**src/rtl/ifu_pkg.sv**
```systemverilog
// ---------------------------------------------------------------------------
// ifu_pkg
// Shared definitions for the instruction fetch unit: opcode constants,
// instruction field bit positions, the fetch FSM state encoding and the
// default reset fetch address.
// Ports: none (package).
// ---------------------------------------------------------------------------
package ifu_pkg;

    localparam logic [31:0] IFU_RESET_PC = 32'h0000_0000;
    localparam int          INSTR_WIDTH  = 32;

    localparam logic [5:0]  OP_RTYPE     = 6'b000000;

    localparam int OPCODE_MSB = 31;
    localparam int OPCODE_LSB = 26;
    localparam int RS_MSB     = 25;
    localparam int RS_LSB     = 21;
    localparam int RT_MSB     = 20;
    localparam int RT_LSB     = 16;
    localparam int RD_MSB     = 15;
    localparam int RD_LSB     = 11;
    localparam int SHAMT_MSB  = 10;
    localparam int SHAMT_LSB  = 6;
    localparam int FUNCT_MSB  = 5;
    localparam int FUNCT_LSB  = 0;

    typedef enum logic [1:0] {
        S_BOOT     = 2'd0,
        S_RUN      = 2'd1,
        S_REDIRECT = 2'd2
    } ifu_state_e;

endpackage

```
**src/rtl/ifu_skid_buf.sv**
```systemverilog
// ---------------------------------------------------------------------------
// ifu_skid_buf
// One-entry holding buffer for an instruction word and its PC. Catches a
// memory response that arrives while the output register is stalled.
// Priority: flush > push > pop. A push in the same cycle as a pop replaces
// the entry (the old one moves to the output register elsewhere).
//
// Ports:
//   clk         clock, rising edge
//   rst_n       synchronous active-low reset
//   flush       drop the entry
//   push        load push_instr/push_pc, mark valid
//   pop         entry consumed, mark empty
//   push_instr  instruction word to store
//   push_pc     PC of that word
//   valid       entry present
//   instr, pc   stored entry
// ---------------------------------------------------------------------------
module ifu_skid_buf
    import ifu_pkg::*;
#(
    parameter int PC_WIDTH = 32
) (
    input  logic                   clk,
    input  logic                   rst_n,
    input  logic                   flush,
    input  logic                   push,
    input  logic                   pop,
    input  logic [INSTR_WIDTH-1:0] push_instr,
    input  logic [PC_WIDTH-1:0]    push_pc,
    output logic                   valid,
    output logic [INSTR_WIDTH-1:0] instr,
    output logic [PC_WIDTH-1:0]    pc
);

    always_ff @(posedge clk) begin
        if (!rst_n) begin
            valid <= 1'b0;
            instr <= '0;
            pc    <= '0;
        end else if (flush) begin
            valid <= 1'b0;
        end else if (push) begin
            valid <= 1'b1;
            instr <= push_instr;
            pc    <= push_pc;
        end else if (pop) begin
            valid <= 1'b0;
        end
    end

endmodule

```
**src/rtl/instr_fetch_unit.sv**
```systemverilog
// ---------------------------------------------------------------------------
// instr_fetch_unit
// Fetch stage: holds the fetch PC, issues reads to a synchronous instruction
// memory (read data valid the cycle after the request), and presents each
// instruction with decoded fields through a valid/ready handshake backed by
// a one-entry skid buffer. Branch redirects flush everything in flight.
//
// Optional feature: define IFU_ALIGN_CHECK_EN to add the sticky misalign_err
// output, raised by a redirect whose target has nonzero low bits.
//
// Ports:
//   clk, rst_n                 clock; synchronous active-low reset
//   imem_req, imem_addr        read strobe and word-aligned byte address
//   imem_rdata                 read data, one cycle after imem_req
//   branch_taken/target        one-cycle redirect from execute
//   out_valid, out_ready       output handshake (fire = both high)
//   instr, pc_out              instruction word and its address
//   OPCODE, rs, rt, rd,
//   shamt, funct               slices of instr
//   misalign_err               sticky misaligned-target flag (optional)
//
// state      | meaning
// -----------+-----------------------------------------------------------
// S_BOOT     | first cycle after reset, nothing issued, redirects ignored
// S_RUN      | normal fetching, one request per cycle when there is room
// S_REDIRECT | bubble after a redirect, fetch PC already at the target
// ---------------------------------------------------------------------------
module instr_fetch_unit
    import ifu_pkg::*;
#(
    parameter int                  PC_WIDTH = 32,
    parameter logic [PC_WIDTH-1:0] RESET_PC = PC_WIDTH'(IFU_RESET_PC)
) (
    input  logic                   clk,
    input  logic                   rst_n,
    output logic                   imem_req,
    output logic [PC_WIDTH-1:0]    imem_addr,
    input  logic [INSTR_WIDTH-1:0] imem_rdata,
    input  logic                   branch_taken,
    input  logic [PC_WIDTH-1:0]    branch_target,
    output logic                   out_valid,
    input  logic                   out_ready,
    output logic [INSTR_WIDTH-1:0] instr,
    output logic [PC_WIDTH-1:0]    pc_out,
    output logic [5:0]             OPCODE,
    output logic [4:0]             rs,
    output logic [4:0]             rt,
    output logic [4:0]             rd,
    output logic [4:0]             shamt,
    output logic [5:0]             funct
`ifdef IFU_ALIGN_CHECK_EN
    ,
    output logic                   misalign_err
`endif
);

    ifu_state_e             state;
    logic [PC_WIDTH-1:0]    fpc;
    logic [PC_WIDTH-1:0]    req_pc;
    logic                   pend;
    logic                   drop;

    logic                   skid_valid;
    logic [INSTR_WIDTH-1:0] skid_instr;
    logic [PC_WIDTH-1:0]    skid_pc;
    logic                   skid_push;
    logic                   skid_pop;

    logic                   redirect;
    logic                   fire;
    logic                   resp;
    logic [1:0]             occ;
    logic [1:0]             occ_after;
    logic                   issue;
    logic                   out_load;
    logic                   out_from_skid;
    logic [INSTR_WIDTH-1:0] load_instr;
    logic [PC_WIDTH-1:0]    load_pc;

    // Nothing is in flight during BOOT, so a redirect there has no effect.
    assign redirect = branch_taken && (state != S_BOOT);
    assign fire     = out_valid && out_ready;
    assign resp     = pend && !drop;

    // occ never exceeds 2, and fire implies out_valid, so occ - fire cannot wrap.
    assign occ       = 2'(out_valid) + 2'(skid_valid) + 2'(pend);
    assign occ_after = occ - 2'(fire);
    assign issue     = (state == S_RUN) && !branch_taken && (occ_after < 2'd2);

    assign imem_req  = issue;
    assign imem_addr = fpc;

    // Routing of the skid entry and of this cycle's memory response.
    always_comb begin
        out_load      = 1'b0;
        out_from_skid = 1'b0;
        skid_push     = 1'b0;
        skid_pop      = 1'b0;
        if (!redirect) begin
            if (skid_valid) begin
                // Older entry goes out first; a response arriving now
                // takes its place in the skid.
                if (fire) begin
                    out_load      = 1'b1;
                    out_from_skid = 1'b1;
                    skid_pop      = 1'b1;
                    skid_push     = resp;
                end
            end else if (resp) begin
                if (!out_valid || fire) begin
                    out_load = 1'b1;
                end else begin
                    skid_push = 1'b1;
                end
            end
        end
    end

    assign load_instr = out_from_skid ? skid_instr : imem_rdata;
    assign load_pc    = out_from_skid ? skid_pc    : req_pc;

    ifu_skid_buf #(
        .PC_WIDTH (PC_WIDTH)
    ) u_skid (
        .clk        (clk),
        .rst_n      (rst_n),
        .flush      (redirect),
        .push       (skid_push),
        .pop        (skid_pop),
        .push_instr (imem_rdata),
        .push_pc    (req_pc),
        .valid      (skid_valid),
        .instr      (skid_instr),
        .pc         (skid_pc)
    );

    always_ff @(posedge clk) begin
        if (!rst_n) begin
            state     <= S_BOOT;
            fpc       <= RESET_PC;
            req_pc    <= RESET_PC;
            pend      <= 1'b0;
            drop      <= 1'b0;
            out_valid <= 1'b0;
            instr     <= '0;
            pc_out    <= '0;
        end else begin
            unique case (state)
                S_BOOT:     state <= S_RUN;
                S_RUN:      if (branch_taken) state <= S_REDIRECT;
                S_REDIRECT: state <= S_RUN;
                default:    state <= S_BOOT;
            endcase

            if (redirect) begin
                fpc       <= branch_target & ~PC_WIDTH'(3);
                out_valid <= 1'b0;
                pend      <= 1'b0;
                // With one-cycle read latency the outstanding response lands
                // in this very cycle and is discarded here by the redirect,
                // so nothing stale is left to drop afterwards.
                drop      <= 1'b0;
            end else begin
                pend <= issue;
                if (pend && drop) begin
                    drop <= 1'b0;
                end
                if (issue) begin
                    fpc    <= fpc + PC_WIDTH'(4);
                    req_pc <= fpc;
                end
                if (out_load) begin
                    out_valid <= 1'b1;
                    instr     <= load_instr;
                    pc_out    <= load_pc;
                end else if (fire) begin
                    out_valid <= 1'b0;
                end
            end
        end
    end

`ifdef IFU_ALIGN_CHECK_EN
    always_ff @(posedge clk) begin
        if (!rst_n) begin
            misalign_err <= 1'b0;
        end else if (redirect && (branch_target[1:0] != 2'b00)) begin
            misalign_err <= 1'b1;
        end
    end
`endif

    assign OPCODE = instr[OPCODE_MSB:OPCODE_LSB];
    assign rs     = instr[RS_MSB:RS_LSB];
    assign rt     = instr[RT_MSB:RT_LSB];
    assign rd     = instr[RD_MSB:RD_LSB];
    assign shamt  = instr[SHAMT_MSB:SHAMT_LSB];
    assign funct  = instr[FUNCT_MSB:FUNCT_LSB];

endmodule
```
**config.mk**
```make
export PLATFORM = sky130hd
export DESIGN_NAME = instr_fetch_unit
export DESIGN_NICKNAME = d
export VERILOG_FILES = /design/src/rtl/ifu_pkg.sv /design/src/rtl/ifu_skid_buf.sv /design/src/rtl/instr_fetch_unit.sv
export SDC_FILE = /design/constraint.sdc
export NUM_CORES = 1
export LEC_CHECK = 0
export BUFFER_PORTS_ARGS = -buffer_cell sky130_fd_sc_hd__buf_4
export CORE_AREA = 2 2 126 128
export CTS_CLUSTER_SIZE = 30
export DETAILED_ROUTE_END_ITERATION = 12
export DIE_AREA = 0 0 128 130
export HOLD_SLACK_MARGIN = 0.15
export PLACE_DENSITY = 0.86
export SLEW_MARGIN = 10
export SYNTH_ARGS = -nofsm -noshare
export SYNTH_HDL_FRONTEND = slang
export SYNTH_SLANG_ARGS = --single-unit
```
**constraint.sdc**
```tcl
create_clock -name clk -period 6.45 [get_ports clk]
set_clock_uncertainty 0.05 [all_clocks]
set_input_delay 1.29 -clock clk [delete_from_list [all_inputs] [get_ports clk]]
set_output_delay 1.29 -clock clk [all_outputs]
set_load 0.03 [all_outputs]
```
==> results summary, run 1 <==
The flow ran to the end, and the final reports show no timing, DRC or antenna violations. The layout cell share with drive strength beyond 1 is between 20% and 30%. The post-synthesis cell type count is 63. Buffers inserted to repair hold after CTS numbered 0. Setup violations remaining at the end of the flow were counted as 0. In this run the count of I/O pins placed on the die edge is about 200. The time the worst path needs with I/O delays and setup came out at 4.441 ns. The clock latency reported for the late side of the worst-skew pair is around 0.43 ns. The synthesized area per cell came out at around 8.4 µm². TritonCTS built the clock tree. In the global route stage, met2 resource usage came out at 36.99%.

Clock tree synthesis selected as its root buffer the cell clkbuf_16. The number of hold violations in the final report is 0. For this run, the top clock speed supported by timing is 0.2252 GHz.

The clock edge transition at the registers on the reported setup and hold paths is 0.06 ns. On the final layout, the worst hold slack is 0.4033 ns. The peak ir drop on the vdd network came out at between 0.2 and 0.25 mV. The synthesized design contains 189 register bits.

Entering global routing, the biggest net connects 96 pins. The starting density of the core is 53.27%. The slew at the pin closest to its max-slew limit came out at ~1.1 ns.

The met1 usage in global routing came out at 33.04%. The initial detailed-routing violation count came out at 641. The worst setup path is launched from an input pin. The maximum level of the CTS H-tree is 4. The number of buffers added by the clock tree synthesis step is 17. The placeable core area came out at 15,420 µm². The total of cells resized after clock tree synthesis is 0.

The min-delay analysis places its worst path in the category reg -> reg. The sum of internal, switching and leakage power came out at 2.599 mW. The die height came out at 130 µm. Of all nets on the critical path, the largest fanout is 45. The total number of vias is 7,279. The mapped cell area is 8217 µm². The count of buffers added on input and output ports is 191. The remaining antenna violation count after routing came out at 0.

The worst path uses 68.85% of the clock period. STA puts the critical path data required time at 5.11 ns. Setup repair after global routing left no endpoint under its margin. The routability congestion estimate from global placement is 0.8605. The global-route layer with the greatest usage is met2. The total global routing track utilization is around a quarter. The part of the Yosys area used for sequential elements came out at 46.05%.

The post-DP HPWL came out at 13,010 µm. The net count of the finished layout is 1,157. The number of antenna diodes in the final layout is 0. The clock passes through at most 2 buffers. The number of cells produced by synthesis came out at 973. In this run the tightest slew margin relative to its limit is around 26%. The first-pass detailed-route iteration total came out at 7. During synthesis, Yosys emitted a total of 0 warnings. The multi-input combinational cells in the finished layout cover a total of 3820 µm².

The horizontal die dimension came out at 128 µm. The area occupied by registers came out at 3784 µm². The DRC violation count after routing is 0. The final max-slew violation count is 0. The max-capacitance violation count came out at 0. The filler cell count in the final layout came out at 1,315. The buffer count from post-CTS setup fixing came out at 0. The via count of the first global-routing pass is 6,273. For the worst setup path, the data arrival time is 3.10 ns. The total overflow reported by the global router is 0. The number of clock sinks is 189.

The via density per instance is 5.638. The mean routed wirelength per cell came out at between 15 and 20 µm. The layout-stage area growth over the synthesis result came out at 21.32%.

In the final timing run, aggregate negative setup slack is 0 ns. The count of standard-cell rows is 46. The cell leakage power came out at 3.576 nW. The worst setup path is captured at an output port.

The die footprint came out at roughly 17,000 µm². In the synthesized netlist the async set-or-reset flop fraction comes to 0%. The met3 capacity usage during global routing is 4.592%. The leading register cell type out of synthesis is dfxtp_1.

Wires add up to 20,210 µm. The number of flops mapped to enable cells by yosys came out at 0. The setup path with the least slack is of type in -> out. The first global-routing pass estimated 31,570 µm of wire. The initial antenna violation count came out at 0. The power density of the placed cells is 260.7 nW/µm².
## path summary, 6_finish.rpt
kind	slack [ns]	depth (start not counted)	to	startpoint
hold / removal	0.40	2	u_skid.instr[0]	u_skid.instr[0]
setup / recovery	2.01	9	imem_req	out_ready
setup reg to reg	3.40	10	imem_addr[20]	out_valid
hold reg to reg	0.40	2	u_skid.instr[0]	u_skid.instr[0]
## cells by family after synthesis
kind of cell	share of synthesized area [%]
flops	46.05
other cells	0.04564
mux	8.269
xor+xnor	0.8528
compound gates	16.96
simple gates	19.52
fa+ha+maj	0.4569
buf+inv	7.842
## metal layers
metal | share of wire (%) | routed length [µm]
met1 | 45 | 9105
met2 | 46 | 9248
met3 | 7.5 | 1509
met4 | 1.7 | 349
met5 | 0 | 0
## sequential cells by signal, indices dropped and copies added, names as in the netlist
signal / count
u_skid.pc: 30
pend: 1
pc_out: 30
u_skid.valid: 1
req_pc: 30
imem_addr: 30
out_valid: 1
state: 2
instr: 32
u_skid.instr: 32
## worst max-delay path, stage by stage
cell and delay [ns]:
buf_4 0.13, and2_1 0.16, ha_1 0.27, inv_1 0.04, ha_1 0.31, a21oi_4 0.07, mux2i_4 0.21, inv_4 0.36
buf_4 0.25
## report_power, final
| part | internal, mW | leakage [nW] | switching [mW] |
|---|---|---|---|
| Combinational | 0.116 | 1.75 | 0.192 |
| Clock | 0.623 | 0.292 | 0.426 |
| Sequential | 1.20 | 1.53 | 0.0401 |
| Total | 1.94 | 3.58 | 0.658 |
## cell type report
cell class / count / area share, %
inverters: 7 / 0.3138
repair buffers: 200 / 15.06
flip-flops and latches: 189 / 37.96
multi-input cells: 671 / 38.32
well taps: 192 / 2.410
clock inverters: 5 / 0.7908
clock buffers: 27 / 5.146
## Yosys cell counts (all sizes together), types with 2 or more instances
master  instances  area [µm²]
a211oi         61       462.9
a21oi         120       615.6
a222oi          3       30.03
a22oi           2       15.01
a31oi           3       18.77
and2            5       31.28
and3            8       50.05
and4            2       17.52
buf            67       455.4
clkbuf         42       160.1
dfxtp         189        3784
ha              3       37.54
inv             6       25.03
mux2            5       56.30
mux2i          61       623.1
nand2         211       792.0
nand2b          3       18.77
nand3          20       105.1
nand4          15       93.84
nor2           79       304.0
nor3            3       15.01
nor4           13       96.34
o211ai          3       22.52
o21a            3       22.52
o21ai          13       68.81
o311a           2       20.02
o311ai          2       17.52
o31a            2       17.52
or3             2       17.52
xnor2           7       61.31
## metrics by stage
step,utilization (%),cell area [µm²],cells,worst slack (ns)
CTS,64.63,9968,1291,1.990
detailed placement,60.79,9376,1259,1.985
finish,64.63,9968,1291,2.009
floorplan,-,8228,976,2.049
global placement,60.79,9376,1259,2.013
global route,64.63,9968,1291,1.904
## cells in the final DEF (no fill, tap or decap), types with 3 or more instances in the layout
| cell type | netlist | routed |
|---|---|---|
| a211oi_1 | 60 | 60 |
| a21oi_1 | 118 | 118 |
| a222oi_1 | 3 | 3 |
| a31oi_1 | 3 | 3 |
| and2_1 | 5 | 5 |
| and3_1 | 8 | 7 |
| buf_4 | 46 | 200 |
| clkbuf_1 | 40 | 5 |
| clkbuf_16 | 0 | 17 |
| clkbuf_8 | 0 | 5 |
| conb_1 | 1 | 4 |
| dfxtp_1 | 189 | 189 |
| ha_1 | 3 | 3 |
| inv_1 | 5 | 5 |
| mux2_2 | 5 | 5 |
| mux2i_1 | 60 | 60 |
| nand2_1 | 211 | 211 |
| nand2b_1 | 3 | 3 |
| nand3_1 | 19 | 19 |
| nand4_1 | 15 | 15 |
| nor2_1 | 78 | 77 |
| nor3_1 | 3 | 3 |
| nor4_1 | 12 | 12 |
| o211ai_1 | 3 | 3 |
| o21a_1 | 3 | 3 |
| o21ai_0 | 11 | 11 |
| xnor2_1 | 7 | 7 |
No activity file was read; power rests on OpenSTA's default activity.
==> run 2: changes to the inputs <==
ABC_AREA = 1   (was default)
CORE_AREA = 2 2 135 137   (was 2 2 126 128)
DIE_AREA = 0 0 137 139   (was 0 0 128 130)
PLACE_DENSITY = 0.82   (was 0.86)
clock period = 3.82 ns   (was 6.45 ns; I/O delays follow)
==> run 2 against run 1 <==
First-iteration DRC count shrank 20%. Area after synthesis is 3.2% higher. Via count grew 7.7%. Combinational power rose by 46%. Worst hold slack worse by 0.0014 ns. Die area rose by 14%. Sequential share of layout area shrank 1.1 points. Clock-buffer cell count down 6. Design area increased by 2.8%. Clock power increased by 53%. Critical path depth increased by 3. Wire length is 6.6% higher. Critical path type unchanged. Critical endpoint unchanged.
==> results summary, run 2 <==
The buffer count from post-CTS setup fixing is 0. The area fraction of the dominant cell type after synthesis is ~45%. Relative to the synthesized area, the layout overhead comes to 20.86%.

The setup-violating endpoint count in the final report came out at 0. The post-route setup TNS came out at 0 ns. The cell repeated most along the worst path is inv_1. The peak fanout along the critical path is 7. The starting density of the core came out at 48.04%. For this run, the slowest stage of the critical path takes 0.26 ns.

The via count of the first global-routing pass came to 6,807. The most common cell in the synthesized netlist is nand2_1. The number of clock sinks is 189.

The total of cells resized after clock tree synthesis is 0. The worst hold-check slack is 0.4019 ns. The via density per instance came out at between 5 and 6.

The multiplexer fraction of the synthesized cell area came out at 0.1180%. Among all flip-flop cells after synthesis, the most frequent one is dfxtp_1. Clock latency on the worst-skew pair, taken at its later pin, is approximately 0.43 ns. The cell leakage power is between 4 and 5 nW.

The post-DP HPWL came out at 14,540 µm. The synthesized netlist devotes 0.6195% of its cell area to XOR and XNOR gates. Summing the areas of all fa, ha and maj instances in the mapped netlist gives 0.4425% of the synthesized area. The maximum number of pins on one net before global-route repair is 119. The routability congestion estimate from global placement is 0.9267. The number of flops mapped to enable cells by yosys came out at 0.

The initial detailed-routing violation count came out at 516. The final max-slew violation count is 0. The first-pass GRT wire length came out at 33,910 µm. The run finished with clean final reports. The worst setup path is of the in -> out kind. The number of buffers added by the clock tree synthesis step is 17. Summing over every cut layer, the via total after detailed routing is 7,837. The time the worst path needs with I/O delays and setup is 3.144 ns. Of all cell types, the one taking the most synthesized area is dfxtp_1. STA classifies the critical path startpoint as an input pin. The number of hold-repair buffers added at the cts stage is 0.

The largest registers in the layout are instr x32, u_skid.instr x32. Setup repair after global routing left no endpoint under its margin. The part of the Yosys area used for sequential elements is 44.60%. Summing the areas of all and, or, nand and nor instances in the mapped netlist gives 19.07% of the synthesized area. The area fraction in compound gates after synthesis is 22.27%. The die height came out at 139 µm. The critical path goes through buf_4 -> nand2_1 -> inv_1 -> ha_1 -> inv_1 -> ha_1 -> nand2_1 -> inv_1 -> o21bai_1 -> nand3_2 -> inv_2 -> buf_4. Dividing the detail-routed wire length by the instance count gives about 14 µm. The placeable core area came out at 17,660 µm². The maximum number of buffers from clock root to sink is 2. For the worst setup path, the data required time is 3.01 ns.

The maximum level of the CTS H-tree came out at 4. TritonCTS built the clock tree. The max-capacitance violation count is 0.

The remaining antenna violation count after routing came out at 0. The period utilization came out at 82.30%. The total global routing track utilization came out at 22.27%.

The worst pin sits at a relative slew slack of 25.80%. The buffers plus inverters on the worst setup path came out at 6. The net count reported at finish is 1,352. By area the synthesized netlist is led by dfxtp_1, nand2_1, a21oi_1. The post-synthesis cell type count came out at 37. The library cell used most frequently in the layout, excluding fill and tap cells, is nand2_1. The aggregate routed wire length came out at 21,540 µm. The synthesized area per cell is around 7.3 µm². The floorplan has 49 rows.

Measured along the x axis, the die boundary spans 137 µm. Summing every instance area after synthesis gives 8483 µm². For this run, asynchronously set or reset flops after synthesis account for 0%.

The power density of the placed cells is 404.1 nW/µm². The cell family with the largest share of critical-path delay is buffers and inverters. The achievable frequency came out at 0.3181 GHz.

The number of warnings issued by yosys came out at 0. Counting instances in the post-synthesis netlist gives the leading cell types as nand2_1, dfxtp_1, a21oi_1, inv_1, o21ai_0. The number of I/O port buffers came out at 191.

The initial antenna violation count was 0. The DRC violation count after routing came out at 0. The peak ir drop on the vdd network is ~0.33 mV. The die footprint came out at roughly 19,000 µm². Leaving out fill and tap cells, the most frequent cells in the layout are nand2_1, buf_4, dfxtp_1, a21oi_1, inv_1. Among all stages on the critical path, the largest delay is contributed by ha_1. The total overflow left after global routing is 0. The path class of the tightest hold or removal check is reg -> reg.

The slew at the pin closest to its max-slew limit is 1.111 ns. The count of pins on the block boundary is 198. The pre-antenna-repair detailed-routing pass consisted of 5 iterations. Cells with a size suffix above 1 make up between 10% and 20% of the layout. The number of hold violations in the final report is 0. The critical path data arrival time came out at 2.33 ns. The clock tree root driver cell is clkbuf_16.

The combinational family with the most area after synthesis is compound AO/OA/AOI/OAI gates. The number of register bits inferred by synthesis is 189. The clock edge transition at the registers on the reported setup and hold paths is 0.06 ns. The worst setup path is captured at an output port. In the synthesized netlist, the number of instances is 1,163. The number of diodes added for antenna fixing is 0.
-- run 2: cell types whose count changed after synthesis, sizes merged, moves of 14 or more --
cell	change
o211ai	+57
nand3	+28
mux2i	-60
a21oi	+49
nand2	+64
clkbuf	-14
o21ai	+85
nor2	-18
inv	+114
a211oi	-59
buf	+14
-- run 2: layout make-up --
type,instances,area (µm²)
clock inverters,10,67.56
clock buffers,21,460.4
fillers,1646,7405
flip-flops and latches,189,3784
well taps,229,286.5
multi-input cells,748,3627
repair buffers,205,1577
inverters,120,450.4
-- run 2: worst reg2reg max path, stage by stage, from the launching register on --
cell and delay, ns:
dfxtp_1 0.43, nand2_1 0.07, inv_1 0.08, ha_1 0.22, inv_1 0.07, ha_1 0.22, nand2_1 0.08, inv_1 0.04
o21bai_1 0.15, nand3_2 0.18, inv_2 0.14, buf_4 0.32, nand2_1 0.09, nand2_1 0.07, nand3_1 0.06, nand2_1 0.06
inv_1 0.04
-- run 2: power by group --
group	switching (mW)	total [mW]	internal [mW]
logic	0.285	0.451	0.165
clock network	0.750	1.61	0.861
registers	0.0581	2.08	2.02
-- run 2: stage by stage --
step	utilization, %	worst slack [ns]	cells	instance area, µm²	total power [mW]
2_1_floorplan	-	0.7829	1166	8494	2.398
3_3_place_gp	55.07	0.6969	1491	9724	2.565
3_5_place_dp	55.07	0.6769	1491	9724	2.574
4_1_cts	58.06	0.6497	1522	10250	4.172
5_1_grt	58.06	0.5582	1522	10250	4.296
6_report	58.06	0.6762	1522	10250	4.142
-- run 2: final timing paths --
path                            depth (start not counted)  slack (ns)        startpoint          endpoint
worst min-delay path                                    2        0.40  u_skid.instr[23]  u_skid.instr[23]
worst max-delay path                                   12        0.68         out_ready          imem_req
worst min register to register                          2        0.40  u_skid.instr[23]  u_skid.instr[23]
worst max register to register                         16        1.35         out_valid     imem_addr[15]
-- run 2: cells by family after synthesis --
logic type	count (synthesis)
and+or+nand+nor	394
buffers and inverters	229
AOI/OAI and AO/OA	340
xor gates and xnor gates	6
muxes	1
adders and majority gates	3
DFF	189
other	1
-- run 2: metal layers --
metal	part of all wire [%]	up-vias	wire length, µm	global-route usage (%)
li1	-	4021	-	-
met5	0	-	0	0
met3	6.4	21	1376	4.788
met1	46	3540	9881	29.71
met2	46	255	10010	36.21
met4	1.3	0	274	6.240
